**config.mk**
```make
export PLATFORM = sky130hd
export DESIGN_NAME = store_narrow_unit_flat
export DESIGN_NICKNAME = d
export VERILOG_FILES = /design/src/rtl/store_narrow_if.sv /design/src/rtl/store_narrow_unit.sv /design/src/flat_wrapper.sv
export SDC_FILE = /design/constraint.sdc
export NUM_CORES = 1
export LEC_CHECK = 0
export CAP_MARGIN = 5
export CELL_PAD_IN_SITES_DETAIL_PLACEMENT = 0
export CELL_PAD_IN_SITES_GLOBAL_PLACEMENT = 1
export CORE_MARGIN = 1
export CORE_UTILIZATION = 31
export CTS_CLUSTER_DIAMETER = 150
export DETAILED_ROUTE_END_ITERATION = 12
export GPL_TIMING_DRIVEN = 0
export PLACE_DENSITY_LB_ADDON = 0.3
export SYNTH_ARGS = -nofsm -noshare
export SYNTH_HDL_FRONTEND = slang
export SYNTH_SLANG_ARGS = --single-unit
```
**constraint.sdc**
```tcl
create_clock -name clk -period 2.26 [get_ports clk]
set_clock_uncertainty 0.15 [all_clocks]
set_input_delay 0.452 -clock clk [delete_from_list [all_inputs] [get_ports clk]]
set_output_delay 0.452 -clock clk [all_outputs]
set_load 0.05 [all_outputs]
```
**src/rtl/store_narrow_if.sv**
```systemverilog
// Store request / byte-wide data-memory write bundle for store_narrow_unit.
// master = MEM-stage requester plus memory model, slave = the narrowing unit.
interface store_narrow_if #(
  parameter int unsigned ADDR_W = 32
);
  logic              req_valid;
  logic              req_ready;
  logic [ADDR_W-1:0] req_addr;
  logic [31:0]       req_data;
  logic [1:0]        req_size;
  logic              mem_we;
  logic [ADDR_W-1:0] mem_addr;
  logic [7:0]        mem_wdata;
  logic              mem_ack;
  logic              busy;
  logic              done;
  logic              addr_err;

  modport master (
    output req_valid, req_addr, req_data, req_size, mem_ack,
    input  req_ready, mem_we, mem_addr, mem_wdata, busy, done, addr_err
  );

  modport slave (
    input  req_valid, req_addr, req_data, req_size, mem_ack,
    output req_ready, mem_we, mem_addr, mem_wdata, busy, done, addr_err
  );
endinterface

```
**src/rtl/store_narrow_unit.sv**
```systemverilog
// Narrows a 32-bit store to SB/SH/SW and serialises it one byte per acked beat onto a byte-wide port.
// Define ALIGN_CHECK_EN to reject misaligned SH/SW; otherwise the base address is forced aligned.
module store_narrow_unit #(
  parameter int unsigned ADDR_W     = 32,
  parameter bit          BIG_ENDIAN = 1'b1
) (
  input logic           clk,
  input logic           rst_n,
  store_narrow_if.slave bus
);

  typedef enum logic [1:0] {StIdle, StWrite, StDone, StErr} state_e;

  state_e            state_q, state_d;
  logic [ADDR_W-1:0] base_q, base_d;
  logic [31:0]       data_q;
  logic [1:0]        last_q, last_d;
  logic [1:0]        beat_q;
  logic [1:0]        lane;
  logic              accept;
  logic              illegal;
  logic              last_beat;

  assign accept    = bus.req_valid && (state_q == StIdle);
  assign last_beat = (beat_q == last_q);

  // Request decode: final beat index, effective base address and legality.
  always_comb begin
    illegal = 1'b0;
    base_d  = bus.req_addr;
    last_d  = 2'd0;
    unique case (bus.req_size)
      2'b00: last_d = 2'd0;
      2'b01: begin
        last_d = 2'd1;
`ifdef ALIGN_CHECK_EN
        illegal = bus.req_addr[0];
`else
        base_d[0] = 1'b0;
`endif
      end
      2'b10: begin
        last_d = 2'd3;
`ifdef ALIGN_CHECK_EN
        illegal = |bus.req_addr[1:0];
`else
        base_d[1:0] = 2'b00;
`endif
      end
      default: illegal = 1'b1;
    endcase
  end

  always_ff @(posedge clk or negedge rst_n) begin
    if (!rst_n) begin
      state_q <= StIdle;
    end else begin
      state_q <= state_d;
    end
  end

  always_comb begin
    state_d = state_q;
    unique case (state_q)
      StIdle: begin
        if (accept) begin
          state_d = illegal ? StErr : StWrite;
        end
      end
      StWrite: begin
        if (bus.mem_ack && last_beat) begin
          state_d = StDone;
        end
      end
      StDone:  state_d = StIdle;
      StErr:   state_d = StIdle;
      default: state_d = StIdle;
    endcase
  end

  always_ff @(posedge clk or negedge rst_n) begin
    if (!rst_n) begin
      base_q <= '0;
      data_q <= '0;
      last_q <= '0;
      beat_q <= '0;
    end else if (accept) begin
      base_q <= base_d;
      data_q <= bus.req_data;
      last_q <= last_d;
      beat_q <= '0;
    end else if ((state_q == StWrite) && bus.mem_ack) begin
      beat_q <= beat_q + 2'd1;
    end
  end

  // Big-endian sends the most significant used byte first.
  assign lane = BIG_ENDIAN ? (last_q - beat_q) : beat_q;

  always_comb begin
    bus.req_ready = (state_q == StIdle);
    bus.busy      = (state_q != StIdle);
    bus.mem_we    = 1'b0;
    bus.mem_addr  = '0;
    bus.mem_wdata = '0;
    bus.done      = 1'b0;
    bus.addr_err  = 1'b0;
    unique case (state_q)
      StWrite: begin
        bus.mem_we   = 1'b1;
        bus.mem_addr = base_q + ADDR_W'(beat_q);
        unique case (lane)
          2'd0:    bus.mem_wdata = data_q[7:0];
          2'd1:    bus.mem_wdata = data_q[15:8];
          2'd2:    bus.mem_wdata = data_q[23:16];
          default: bus.mem_wdata = data_q[31:24];
        endcase
      end
      StDone:  bus.done     = 1'b1;
      StErr:   bus.addr_err = 1'b1;
      default: ;
    endcase
  end

endmodule

```
**src/flat_wrapper.sv**
```systemverilog
// flat-port wrapper written by rule: the top's interface ports become plain ports
module store_narrow_unit_flat 
#(
  parameter int unsigned ADDR_W     = 32,
  parameter bit          BIG_ENDIAN = 1'b1
)
  (clk, rst_n, bus_req_valid, bus_req_addr, bus_req_data, bus_req_size, bus_mem_ack, bus_req_ready, bus_mem_we, bus_mem_addr, bus_mem_wdata, bus_busy, bus_done, bus_addr_err);
  store_narrow_if #(.ADDR_W(ADDR_W)) bus_i ();
  input logic clk;
  input logic rst_n;
  input wire logic [$bits(bus_i.req_valid)-1:0] bus_req_valid;
  input wire logic [$bits(bus_i.req_addr)-1:0] bus_req_addr;
  input wire logic [$bits(bus_i.req_data)-1:0] bus_req_data;
  input wire logic [$bits(bus_i.req_size)-1:0] bus_req_size;
  input wire logic [$bits(bus_i.mem_ack)-1:0] bus_mem_ack;
  output wire logic [$bits(bus_i.req_ready)-1:0] bus_req_ready;
  output wire logic [$bits(bus_i.mem_we)-1:0] bus_mem_we;
  output wire logic [$bits(bus_i.mem_addr)-1:0] bus_mem_addr;
  output wire logic [$bits(bus_i.mem_wdata)-1:0] bus_mem_wdata;
  output wire logic [$bits(bus_i.busy)-1:0] bus_busy;
  output wire logic [$bits(bus_i.done)-1:0] bus_done;
  output wire logic [$bits(bus_i.addr_err)-1:0] bus_addr_err;
  assign bus_i.req_valid = bus_req_valid;
  assign bus_i.req_addr = bus_req_addr;
  assign bus_i.req_data = bus_req_data;
  assign bus_i.req_size = bus_req_size;
  assign bus_i.mem_ack = bus_mem_ack;
  assign bus_req_ready = bus_i.req_ready;
  assign bus_mem_we = bus_i.mem_we;
  assign bus_mem_addr = bus_i.mem_addr;
  assign bus_mem_wdata = bus_i.mem_wdata;
  assign bus_busy = bus_i.busy;
  assign bus_done = bus_i.done;
  assign bus_addr_err = bus_i.addr_err;
  store_narrow_unit #(.ADDR_W(ADDR_W), .BIG_ENDIAN(BIG_ENDIAN)) u_core (.clk(clk), .rst_n(rst_n), .bus(bus_i));
endmodule
```
==> flow_summary.json, run 1 <==
{
  "outcome": "finished with violations",
  "violations": "setup timing",
  "yosysUniqueCellTypes": 31,
  "grtUsageTotal": 0.2059,
  "crit_path_start_kind": "flip-flop",
  "ios": 115,
  "pre_cts_slack_ps": -1345,
  "routed_wl_mm": 12.62,
  "r2r-end": "u_core.data_q[17]$_DFFE_PN0P_",
  "tns_ps": -20970,
  "hold_viol_final": 0,
  "period_minus_slack_ps": 3051,
  "wl_met3_um": 580,
  "synthTopCellsByCount": "nand2_1, dfrtp_1, clkbuf_1",
  "fin_cells": 793,
  "n_antenna_cell": 0,
  "routabilityCongestion": 0.7824,
  "critPathKind": "flip-flop to output pin",
  "cp.required_ps": 1660,
  "synthArstFlopShare": 1.000,
  "cts_sinks": 70,
  "dp_hpwl_mm": 8.560,
  "cp-startpoint": "u_core.base_q[9]$_DFFE_PN0P_",
  "setup_viol": 39,
  "r2r_setup_slack_ps": 270,
  "die_w_um": 112.8,
  "yosysMostFrequentCell": "nand2_1",
  "ys_warn_count": 0,
  "placed_cells": 740,
  "p_clk_frac": 0.128,
  "rsz0062_at_grt": "yes",
  "power_density_nw_per_um2": 1751,
  "drc": 0,
  "dr_wl_met2_mm": 6.142,
  "netSwitchingPower_w": 0.005748,
  "drv_slew": 0,
  "io_buffer_count": 114,
  "die_y_um": 112.8,
  "top_layer": "met4",
  "fin_nets": 717,
  "ys.flop_type": "dfrtp_1",
  "drive_gt1_frac": 0.3498,
  "vdd_drop_max_mv": 0.7771,
  "drtAntennaViolNets": 0,
  "antenna_found_initial": 0,
  "rr_worst_depth": 7,
  "n_fill_cell": 1041,
  "wire_per_inst_um": 15.92,
  "endpoint": "bus_mem_addr[28]",
  "grt_pass1_vias": 3977,
  "p_total_w": 0.01214,
  "floorplan.initialDensity": 0.3171,
  "worst_setup_path_end_kind": "output pin",
  "r2r-start": "u_core.state_q[0]$_DFFE_PN0P_",
  "grt_start_max_net_pins": 45,
  "hp-class": "flip-flop to flip-flop",
  "dr.first_iter.drc_count": 144,
  "synth-edff-count": 0,
  "synth_fp_nets": 554,
  "finalCritPeriodShare": 1.350,
  "clkTransAtPathRegs_ps": 60,
  "avgSynthCellArea_um2": 7.968,
  "numCtsBuffers": 9,
  "p_comb_frac": 0.659,
  "synth_area_leaders": "dfrtp_1, nand2_1, mux2i_1",
  "cts.htree.levels": 3,
  "viasPerCell": 4.946,
  "ys_seq_area_frac": 0.4599,
  "intPower_w": 0.006389,
  "yosysTopAreaCell": "dfrtp_1",
  "syn2layout_area_growth_pct": 82.00,
  "swShare": 0.4736,
  "overflow": 0,
  "dieArea_um2": 12730,
  "cts-root-buf": "clkbuf_16",
  "cap_violations": 0,
  "setup_ws_ps": -790.7,
  "seqPwrFrac": 0.213,
  "rows": 40,
  "syn_inst": 478,
  "arrival_ps": 2450,
  "clk_latency_ps": 340,
  "wl_met1_mm": 5.682,
  "tightest_slew_ps": 597.8,
  "leakage_nw": 2.994,
  "worstPathMaxFanout": 10,
  "synth_seq_cells": 70,
  "relSlewSlack": 0.6015,
  "fmax_mhz": 327.8,
  "cts_max_path_buffers": 2,
  "cts_tree": "done",
  "route.vias.total": 3922,
  "drtPass1Iterations": 4,
  "synth_top_area_share": 0.4599,
  "netlist_area_um2": 3809,
  "core_um2": 12010,
  "grt_pass1_wl_mm": 20.02
}
layout by cell type, fill, tap and decap left out, drive strengths merged, types with 2 or more instances in the layout:
cell type	instances
and2	6
nand2b	4
nand4	8
xor2	9
dlygate4sd2	4
nand3	12
dfrtp	70
and4	4
o31ai	9
xnor2	5
mux2i	18
and3	5
or3	9
clkdlybuf4s50	68
bufinv	2
nor4	2
clkbuf	28
a21oi	19
or4	11
inv	7
ha	5
nor2	15
buf	86
nand2	213
o21ai	12
o22ai	8
sequential cells by signal, indices dropped and copies added (netlist names):
register / count
u_core.base_q: 32
u_core.beat_q: 2
u_core.data_q: 32
u_core.last_q: 2
u_core.state_q: 2
how the worst min path moves through the flow:
stage	from	end	slack [ps]	cells after the start
2_1_floorplan	rst_n	u_core.base_q[0]$_DFFE_PN0P_	6	0
3_3_place_gp	u_core.data_q[26]$_DFFE_PN0P_	u_core.data_q[26]$_DFFE_PN0P_	310	2
3_5_place_dp	rst_n	u_core.data_q[0]$_DFFE_PN0P_	250	1
4_1_cts	u_core.base_q[0]$_DFFE_PN0P_	u_core.base_q[0]$_DFFE_PN0P_	340	2
5_1_grt	u_core.state_q[1]$_DFFE_PN0P_	u_core.state_q[1]$_DFFE_PN0P_	380	1
6_report	u_core.state_q[1]$_DFFE_PN0P_	u_core.state_q[1]$_DFFE_PN0P_	350	1
final cells by class:
class	count	area [um^2]	area share
multi-input cells	378	2902	0.4186
flip-flops and latches	70	1763	0.2543
repair buffers	154	1602	0.2310
clock buffers	10	229.0	0.03303
well taps	147	183.9	0.02653
plain buffers	23	140.1	0.02022
clock inverters	6	93.84	0.01354
inverters	5	18.77	0.002708
stage by stage:
stage | utilization | cell area (um^2) | hold WS [ps]
5_1_grt | 0.5771 | 6932 | 379.9
6_report | 0.5771 | 6932 | 346.5
4_1_cts | 0.5564 | 6683 | 335.6
3_3_place_gp | 0.4752 | 5708 | 306.9
3_5_place_dp | 0.4773 | 5733 | 250.8
2_1_floorplan | - | 4383 | 6.409
cell families (layout without fill, tap and decap cells):
kind of cell,Yosys count,in the layout,share of synthesized area
and+or+nand+nor,291,291,0.3334
DFF,70,70,0.4599
AOI/OAI and AO/OA,49,49,0.07359
buffers and inverters,30,198,0.03187
muxes,18,18,0.04731
xor gates and xnor gates,14,14,0.03220
adders and majority gates,6,6,0.02168
per-layer routing:
metal	GRT usage	vias up
met5	0	-
met4	0.06578	0
met3	0.05410	16
met2	0.3444	99
met1	0.2599	1893
li1	-	1914
critical path: stages (launching register included):
cell and delay [ps]:
dfrtp_1 360, nand4_1 190, or4_4 530, buf_6 160, or4_4 520, a21oi_4 160
buf_6 180
power groups by stage:
stage	Clock (W)	Combinational (W)	Sequential (W)
2_1_floorplan	0	0.00443	0.00229
5_1_grt	0.00164	0.00847	0.00266
3_5_place_dp	0	0.00596	0.00245
3_3_place_gp	0	0.00588	0.00242
6_report	0.00155	0.00800	0.00259
4_1_cts	0.00158	0.00749	0.00254
what timing repair did:
item,4_1_cts,5_1_grt
hold buffers,1,0
gates resized for setup,370,37
buffers inserted,26,13
pin swaps,12,17
gates cloned,0,1
hold endpoints to repair,26,0
setup endpoints to repair,65,60
Note: power is estimated with default switching activity, not from simulation.
==> run 2, diff against run 1 <==
- CORE_UTILIZATION: 31 -> 34
- clock period: 2.26 -> 3.2 ns (I/O delays scaled with it)
==> run 2 against run 1 <==
Against the previous run:
- the flow still finishes with violations (setup timing)
- first-iteration DRC count rose by 26%
- register-to-register slack better by 540 ps
- combinational power is 53% lower
==> flow_summary.json, run 2 (synthesized netlist as in run 1, its figures left out) <==
{
  "wire_per_inst_um": 14.78,
  "relSlewSlack": 0.6246,
  "rows": 38,
  "placed_cells": 733,
  "cap_violations": 0,
  "finalCritPeriodShare": 1.007,
  "clk_latency_ps": 340,
  "routed_wl_mm": 11.41,
  "overflow": 0,
  "fin_nets": 703,
  "clkTransAtPathRegs_ps": 80,
  "die_w_um": 107.8,
  "drv_slew": 0,
  "tightest_slew_ps": 563.0,
  "final_util": 0.5267,
  "grt_pass1_vias": 3818,
  "critPathKind": "flip-flop to output pin",
  "routabilityCongestion": 0.7837,
  "worst_setup_path_end_kind": "output pin",
  "final_cell_mix": "nand2_1, clkdlybuf4s50_1, dfrtp_1",
  "reg_top3": "u_core.base_q (32), u_core.data_q (32)",
  "fin_cells": 772,
  "violations": "setup timing",
  "die_y_um": 107.8,
  "final_common_cell": "nand2_1",
  "outcome": "finished with violations",
  "worstPathMaxFanout": 9,
  "dr.first_iter.drc_count": 181,
  "leakage_nw": 2.694,
  "crit_path_start_kind": "flip-flop",
  "pre_cts_slack_ps": -701.6,
  "setup_ws_ps": -21.03,
  "cts-root-buf": "clkbuf_8",
  "vdd_drop_max_mv": 0.7777,
  "fmax_mhz": 310.5,
  "regArea_um2": 1758,
  "period_minus_slack_ps": 3221,
  "grt_pass1_wl_mm": 18.40,
  "hp-class": "flip-flop to flip-flop",
  "drive_gt1_frac": 0.1946,
  "grt_start_max_net_pins": 70,
  "drc": 0,
  "core_um2": 10890,
  "viasPerCell": 4.996,
  "setup_viol": 3,
  "drtPass1Iterations": 5,
  "cp.required_ps": 2410,
  "route.vias.total": 3857,
  "floorplan.initialDensity": 0.3498,
  "dieArea_um2": 11630,
  "multi_input_area_um2": 2131,
  "hold_viol_final": 0,
  "syn2layout_area_growth_pct": 50.56,
  "rsz0062_at_grt": "yes",
  "tns_ps": -41.01,
  "numCtsBuffers": 9,
  "cts.htree.levels": 3,
  "dp_hpwl_mm": 7.929,
  "power_density_nw_per_um2": 1091,
  "grtUsageTotal": 0.2065,
  "cts_tree": "done",
  "n_fill_cell": 1094,
  "n_antenna_cell": 0,
  "cts_max_path_buffers": 2,
  "ios": 115,
  "arrival_ps": 2430,
  "drtAntennaViolNets": 0,
  "whs_ps": 325.6,
  "antenna_found_initial": 0,
  "io_buffer_count": 114,
  "cts_sinks": 70
}
-- run 2: metal layers --
layer,track usage,up-vias,part of all wire
li1,-,1889,-
met1,0.2609,1830,0.44
met2,0.3503,119,0.48
met3,0.04116,19,0.057
met4,0.06947,0,0.017
met5,0,-,0
-- run 2: path summary, 6_finish.rpt --
check / from / to / slack, ps / cells past startpoint
max: u_core.base_q[0]$_DFFE_PN0P_ / bus_mem_addr[28] / -20 / 8
min: u_core.data_q[26]$_DFFE_PN0P_ / u_core.data_q[26]$_DFFE_PN0P_ / 330 / 2
max reg2reg: u_core.state_q[0]$_DFFE_PN0P_ / u_core.data_q[21]$_DFFE_PN0P_ / 810 / 7
min reg2reg: u_core.data_q[26]$_DFFE_PN0P_ / u_core.data_q[26]$_DFFE_PN0P_ / 330 / 2
max in group asynchronous: rst_n / u_core.base_q[12]$_DFFE_PN0P_ / 1880 / 3
min in group asynchronous: rst_n / u_core.base_q[26]$_DFFE_PN0P_ / 470 / 2
-- run 2: report_power, final --
group	total (W)	internal, W	switching [W]
combinational	0.00376	0.00130	0.00246
clock	0.000827	0.000465	0.000361
sequential	0.00167	0.00131	0.000363
-- run 2: layout make-up --
type                    instances  area share
well taps                     140     0.03055
flip-flops and latches         70      0.3066
repair buffers                139      0.2291
clock inverters                 6     0.01636
plain buffers                  24     0.01855
multi-input cells             378      0.3716
inverters                       5    0.003273
clock buffers                  10     0.02400
-- run 2: repair_timing --
action | in CTS | in global routing
endpoints found under the hold margin | 1 | 0
gates cloned | 1 | 0
pin swaps | 14 | 14
setup buffers | 17 | 5
hold buffers | 1 | 0
endpoints found under the setup margin | 40 | 29
gates resized for setup | 195 | 37
-- run 2: stage by stage --
stage | cell area (um^2) | power (W)
after CTS | 5644 | 0.006233
after global placement | 5191 | 0.005221
final | 5734 | 0.006258
after floorplan | 3875 | 0.004105
after detailed placement | 5216 | 0.005280
after global routing | 5734 | 0.006674
-- run 2: critical path: stages (launching register included) --
cell and delay (ps):
dfrtp_1 370, ha_2 210, fa_2 210, and2_4 170, nand4_1 90, buf_6 160, or4_4 520, a21oi_4 150
buf_6 180
==> edit 1 (flow settings as in run 1) <==
`BIG_ENDIAN` is set to 1'b1 in 2 places; all go to 1'b0.
--- a/src/rtl/store_narrow_unit.sv
+++ b/src/rtl/store_narrow_unit.sv
@@ -2,7 +2,7 @@
 // Define ALIGN_CHECK_EN to reject misaligned SH/SW; otherwise the base address is forced aligned.
 module store_narrow_unit #(
   parameter int unsigned ADDR_W     = 32,
-  parameter bit          BIG_ENDIAN = 1'b1
+  parameter bit          BIG_ENDIAN = 1'b0
 ) (
   input logic           clk,
   input logic           rst_n,
--- a/src/flat_wrapper.sv
+++ b/src/flat_wrapper.sv
@@ -2,7 +2,7 @@
 module store_narrow_unit_flat 
 #(
   parameter int unsigned ADDR_W     = 32,
-  parameter bit          BIG_ENDIAN = 1'b1
+  parameter bit          BIG_ENDIAN = 1'b0
 )
   (clk, rst_n, bus_req_valid, bus_req_addr, bus_req_data, bus_req_size, bus_mem_ack, bus_req_ready, bus_mem_we, bus_mem_addr, bus_mem_wdata, bus_busy, bus_done, bus_addr_err);
   store_narrow_if #(.ADDR_W(ADDR_W)) bus_i ();
Formal check against the unedited RTL: not equivalent (a bounded check fails within 4 cycles, from zero or initial values and one cycle with rst_n low).
==> edit 1 against run 1 <==
The flow still finishes with violations (setup timing); area after synthesis rose by 0.36%; first-iteration DRC count grew 63%; setup slack lost 0.12 ns; global-route usage is 1.2 points lower; non-clock buffer count decreased by 11; sequential power decreased by 2%; power shrank 19%; final cell count is 0.38% lower; final area fell by 6.3%; sequential cell count stayed put; die area increased by 0.35%; core utilization shrank 3.6 points; routed wire length fell by 3.2%.
==> edit 1: results (changes against run 1) <==
| Metric | Value |
|---|---|
| Hold Path Class | `in2async (was reg2reg)` |
| Die area | `0.01278 mm² (was 0.01273 mm²)` |
| Fraction of area in multi-input gates | `39.84% (was 41.86%)` |
| Reg2reg end | `u_core.base_q[9] (was u_core.data_q[17])` |
| Post-DP Area | `0.005492 mm² (was 0.005733 mm²)` |
| Non-clk buf share | `24.81% (was 25.13%)` |
| Netlist cell types | `36 (was 31)` |
| Crit. Startpoint | `u_core.base_q[0] (was u_core.base_q[9])` |
| XOR/XNOR share of the synthesized area | `3.208% (was 3.219%)` |
| Met1 GRT Util | `23.76% (was 25.99%)` |
| Worst-Margin Slew | `0.5573 ns (was 0.5978 ns)` |
| Layout filler cell count | `1143 (was 1041)` |
| Worst vdd ir | `0.0008830 V (was 0.0007771 V)` |
| Multi-input comb cells | `381 (was 378)` |
| Synthesized area per cell | `7.817 µm² (was 7.968 µm²)` |
| Initial drt markers | `234 (was 144)` |
| PnR worst setup slack | `-0.9130 ns (was -0.7907 ns)` |
| Sequential area share after synthesis | `45.83% (was 45.99%)` |
| Seq pwr share | `25.8% (was 21.3%)` |
| Layout cells sized above 1 | `31.73% (was 34.98%)` |
| Via density | `4.894 (was 4.946)` |
| GR Util met3 | `5.196% (was 5.410%)` |
| Tot GR Track Use | `19.43% (was 20.59%)` |
| Failing checks | `setup timing (unchanged)` |
| First-pass GRT wire length | `19.06 mm (was 20.02 mm)` |
| Top cells by area, synth | `dfrtp_1 (46%), nand2_1 (20%), nor2_1 (3.6%) (was dfrtp_1 (46%), nand2_1 (21%), mux2i_1 (4.7%))` |
| Static leakage | `2.910 nW (was 2.994 nW)` |
| Aggregate negative setup slack | `-23.48 ns (was -20.97 ns)` |
| Syn Nets | `568 (was 554)` |
| Routed met3 length | `595 µm (was 580 µm)` |
| Non-Filler Instances | `790 (was 793)` |
| Status | `complete, but fails checks (unchanged)` |
| Post-DP HPWL | `8.260 mm (was 8.560 mm)` |
| P_comb | `0.00582 W (was 0.00800 W)` |
| Register area | `0.001764 mm² (was 0.001763 mm²)` |
| Fin util | `54.07% (was 57.71%)` |
| CP max stage cell | `or3_4 (was or4_4)` |
| Adder-cell share of the synthesized area | `3.142% (was 2.168%)` |
| Final wirelength | `12.21 mm (was 12.62 mm)` |
| Compound-Gate Fraction of Synth Area | `9.656% (was 7.359%)` |
| Worst-case reg-to-reg path depth | `6 (was 7)` |
| Setup Viol. Count Final | `39 (unchanged)` |
| Signal inverters | `10 (was 5)` |
==> edit 1: changes by cell type in the layout (fill, tap and decap cells not counted), moves of 4 or more <==
cell / run 1 / this run
nand2_1: 208 / 200
xnor2_1: 1 / 6
or4_4: 11 / 5
nor2_1: 5 / 17
a21oi_2: 0 / 6
xor2_2: 6 / 1
a21oi_1: 1 / 5
a222oi_1: 0 / 8
a21oi_4: 18 / 12
or3_4: 8 / 4
nor2_2: 2 / 11
o22ai_4: 8 / 0
buf_6: 51 / 43
mux2i_4: 18 / 3
==> edit 1: repair_timing <==
action | in CTS | in global routing
pin swaps | 23 | 26
setup buffers | 17 | 13
resized for setup | 338 | 65
hold buffers | 1 | 0
endpoints found under the setup margin | 50 | 42
hold endpoints to repair | 33 | 0
==> edit 1: metrics by stage <==
step	total power, W	hold slack, ns
floorplan	0.005926	0.006409
global placement	0.007429	0.3084
detailed placement	0.007521	0.1002
CTS	0.009451	0.2769
global route	0.01040	0.2903
finish	0.009814	0.2905
==> edit 2 (config.mk and constraints of run 1) <==
Made on the original files. Re-encode `state_e` (4 states) as one-hot, 4 bits wide.
--- a/src/rtl/store_narrow_unit.sv
+++ b/src/rtl/store_narrow_unit.sv
@@ -9,7 +9,7 @@
   store_narrow_if.slave bus
 );
 
-  typedef enum logic [1:0] {StIdle, StWrite, StDone, StErr} state_e;
+  typedef enum logic [3:0] {StIdle = 4'b0001, StWrite = 4'b0010, StDone = 4'b0100, StErr = 4'b1000} state_e;
 
   state_e            state_q, state_d;
   logic [ADDR_W-1:0] base_q, base_d;
Function: same outputs for any inputs over 10 cycles, from zero or initial values and one cycle with rst_n low; not proved beyond that.
==> edit 2 against run 1 <==
The flow still finishes with violations (setup timing); power fell by 21%; sequential cell count grew 2; maximum frequency down 3.0%; area after synthesis up 3.0%; synthesized cell count increased by 0.63%; die area rose by 2.9%; final area is 5.6% higher; global-route usage up 0.64 points; routed wire length increased by 4.3%; core utilization rose by 2.5 points; setup slack worse by 0.096 ns; highest routed layer unchanged.
==> edit 2: results (changes against run 1) <==
| Metric | Value |
|---|---|
| Status | `complete, but fails checks (unchanged)` |
| Failing checks | `setup timing (unchanged)` |
| Worst-Margin Slew | `0.5539 ns (was 0.5978 ns)` |
| Netlist cell types | `39 (was 31)` |
| RD Place Congestion | `0.8059 (was 0.7824)` |
| Inst Count DP | `764 (was 740)` |
| CP peak stage delay | `0.44 ns (was 0.53 ns)` |
| Worst-case reg-to-reg path depth | `6 (was 7)` |
| Mux contribution to synthesized area | `4.593% (was 4.731%)` |
| Syn Nets | `557 (was 554)` |
| R2R Setup Slk | `0.19 ns (was 0.27 ns)` |
| Met2 Track Usage GR | `35.64% (was 34.44%)` |
| Reg2reg end | `u_core.base_q[7] (was u_core.data_q[17])` |
| Initial drt markers | `192 (was 144)` |
| Seq pwr share | `27.1% (was 21.3%)` |
| Wire length on met2 | `6.585 mm (was 6.142 mm)` |
| DR WL/cell | `15.70 µm (was 15.92 µm)` |
| Data arrival, critical path | `2.54 ns (was 2.45 ns)` |
| Via density | `4.872 (was 4.946)` |
| PnR worst setup slack | `-0.8865 ns (was -0.7907 ns)` |
| Sequential area share after synthesis | `45.96% (was 45.99%)` |
| Critical path endpoint | `bus_mem_addr[18] (was bus_mem_addr[28])` |
| Synth cell count leaders | `nand2_1 (200), dfrtp_1 (71), a21oi_1 (19), mux2i_1 (18), o21ai_0 (14) (was nand2_1 (213), dfrtp_1 (70), clkbuf_1 (21), a21oi_1 (19), mux2i_1 (18))` |
| WL met1 | `5.757 mm (was 5.682 mm)` |
| Biggest regs | `u_core.base_q: 32 flops, u_core.data_q: 32 flops, u_core.state_q: 4 flops (was u_core.base_q: 32 flops, u_core.data_q: 32 flops)` |
| Setup Viol. Count Final | `40 (was 39)` |
| Adder-cell share of the synthesized area | `2.105% (was 2.168%)` |
| Aggregate negative setup slack | `-24.21 ns (was -20.97 ns)` |
| Worst vdd ir | `0.0006293 V (was 0.0007771 V)` |
| Static leakage | `3.103 nW (was 2.994 nW)` |
| Post-DP HPWL | `8.764 mm (was 8.560 mm)` |
| Worst reg2reg startpoint | `u_core.state_q[1] (was u_core.state_q[0])` |
| Fin Hold WS | `0.3017 ns (was 0.3465 ns)` |
| Post-DP Area | `0.005988 mm² (was 0.005733 mm²)` |
| Tot GR Track Use | `21.24% (was 20.59%)` |
| First-pass GRT wire length | `21.40 mm (was 20.02 mm)` |
| Top cells by area, synth | `dfrtp_1 (45%), nand2_1 (19%), mux2i_1 (4.6%) (was dfrtp_1 (46%), nand2_1 (21%), mux2i_1 (4.7%))` |
| Number of global-route vias before repair | `4263 (was 3977)` |
| Met1 GRT Util | `27.46% (was 25.99%)` |
| Layout cells sized above 1 | `38.60% (was 34.98%)` |
| XOR/XNOR share of the synthesized area | `2.903% (was 3.219%)` |
| Hold Path Class | `in2async (was reg2reg)` |
==> edit 2: what timing repair did <==
item	CTS	global route
pin swaps	18	18
setup buffers	48	12
gates resized for setup	389	33
endpoints found under the setup margin	45	44
hold buffers	1	0
endpoints found under the hold margin	2	0
==> edit 2: final cells by class <==
| cell class | instances | area [µm²] |
|---|---|---|
| Inverter | 11 | 43.79 |
| Fill cell | 1030 | 4838 |
| Sequential cell | 72 | 1814 |
| Buffer | 26 | 215.2 |
| Multi-Input combinational cell | 372 | 2944 |
| Clock buffer | 10 | 239.0 |
| Timing Repair Buffer | 174 | 1774 |
| Tap cell | 168 | 210.2 |
| Clock inverter | 6 | 82.58 |
==> edit 2: cells by family (layout without fill, tap and decap cells) <==
family | after synthesis | count (layout)
multiplexers | 18 | 18
buffers and inverters | 37 | 227
flip-flops | 72 | 72
AO/OA/AOI/OAI | 57 | 57
AND/OR/NAND/NOR | 278 | 278
XOR/XNOR | 13 | 13
adder cells (fa/ha/maj) | 6 | 6
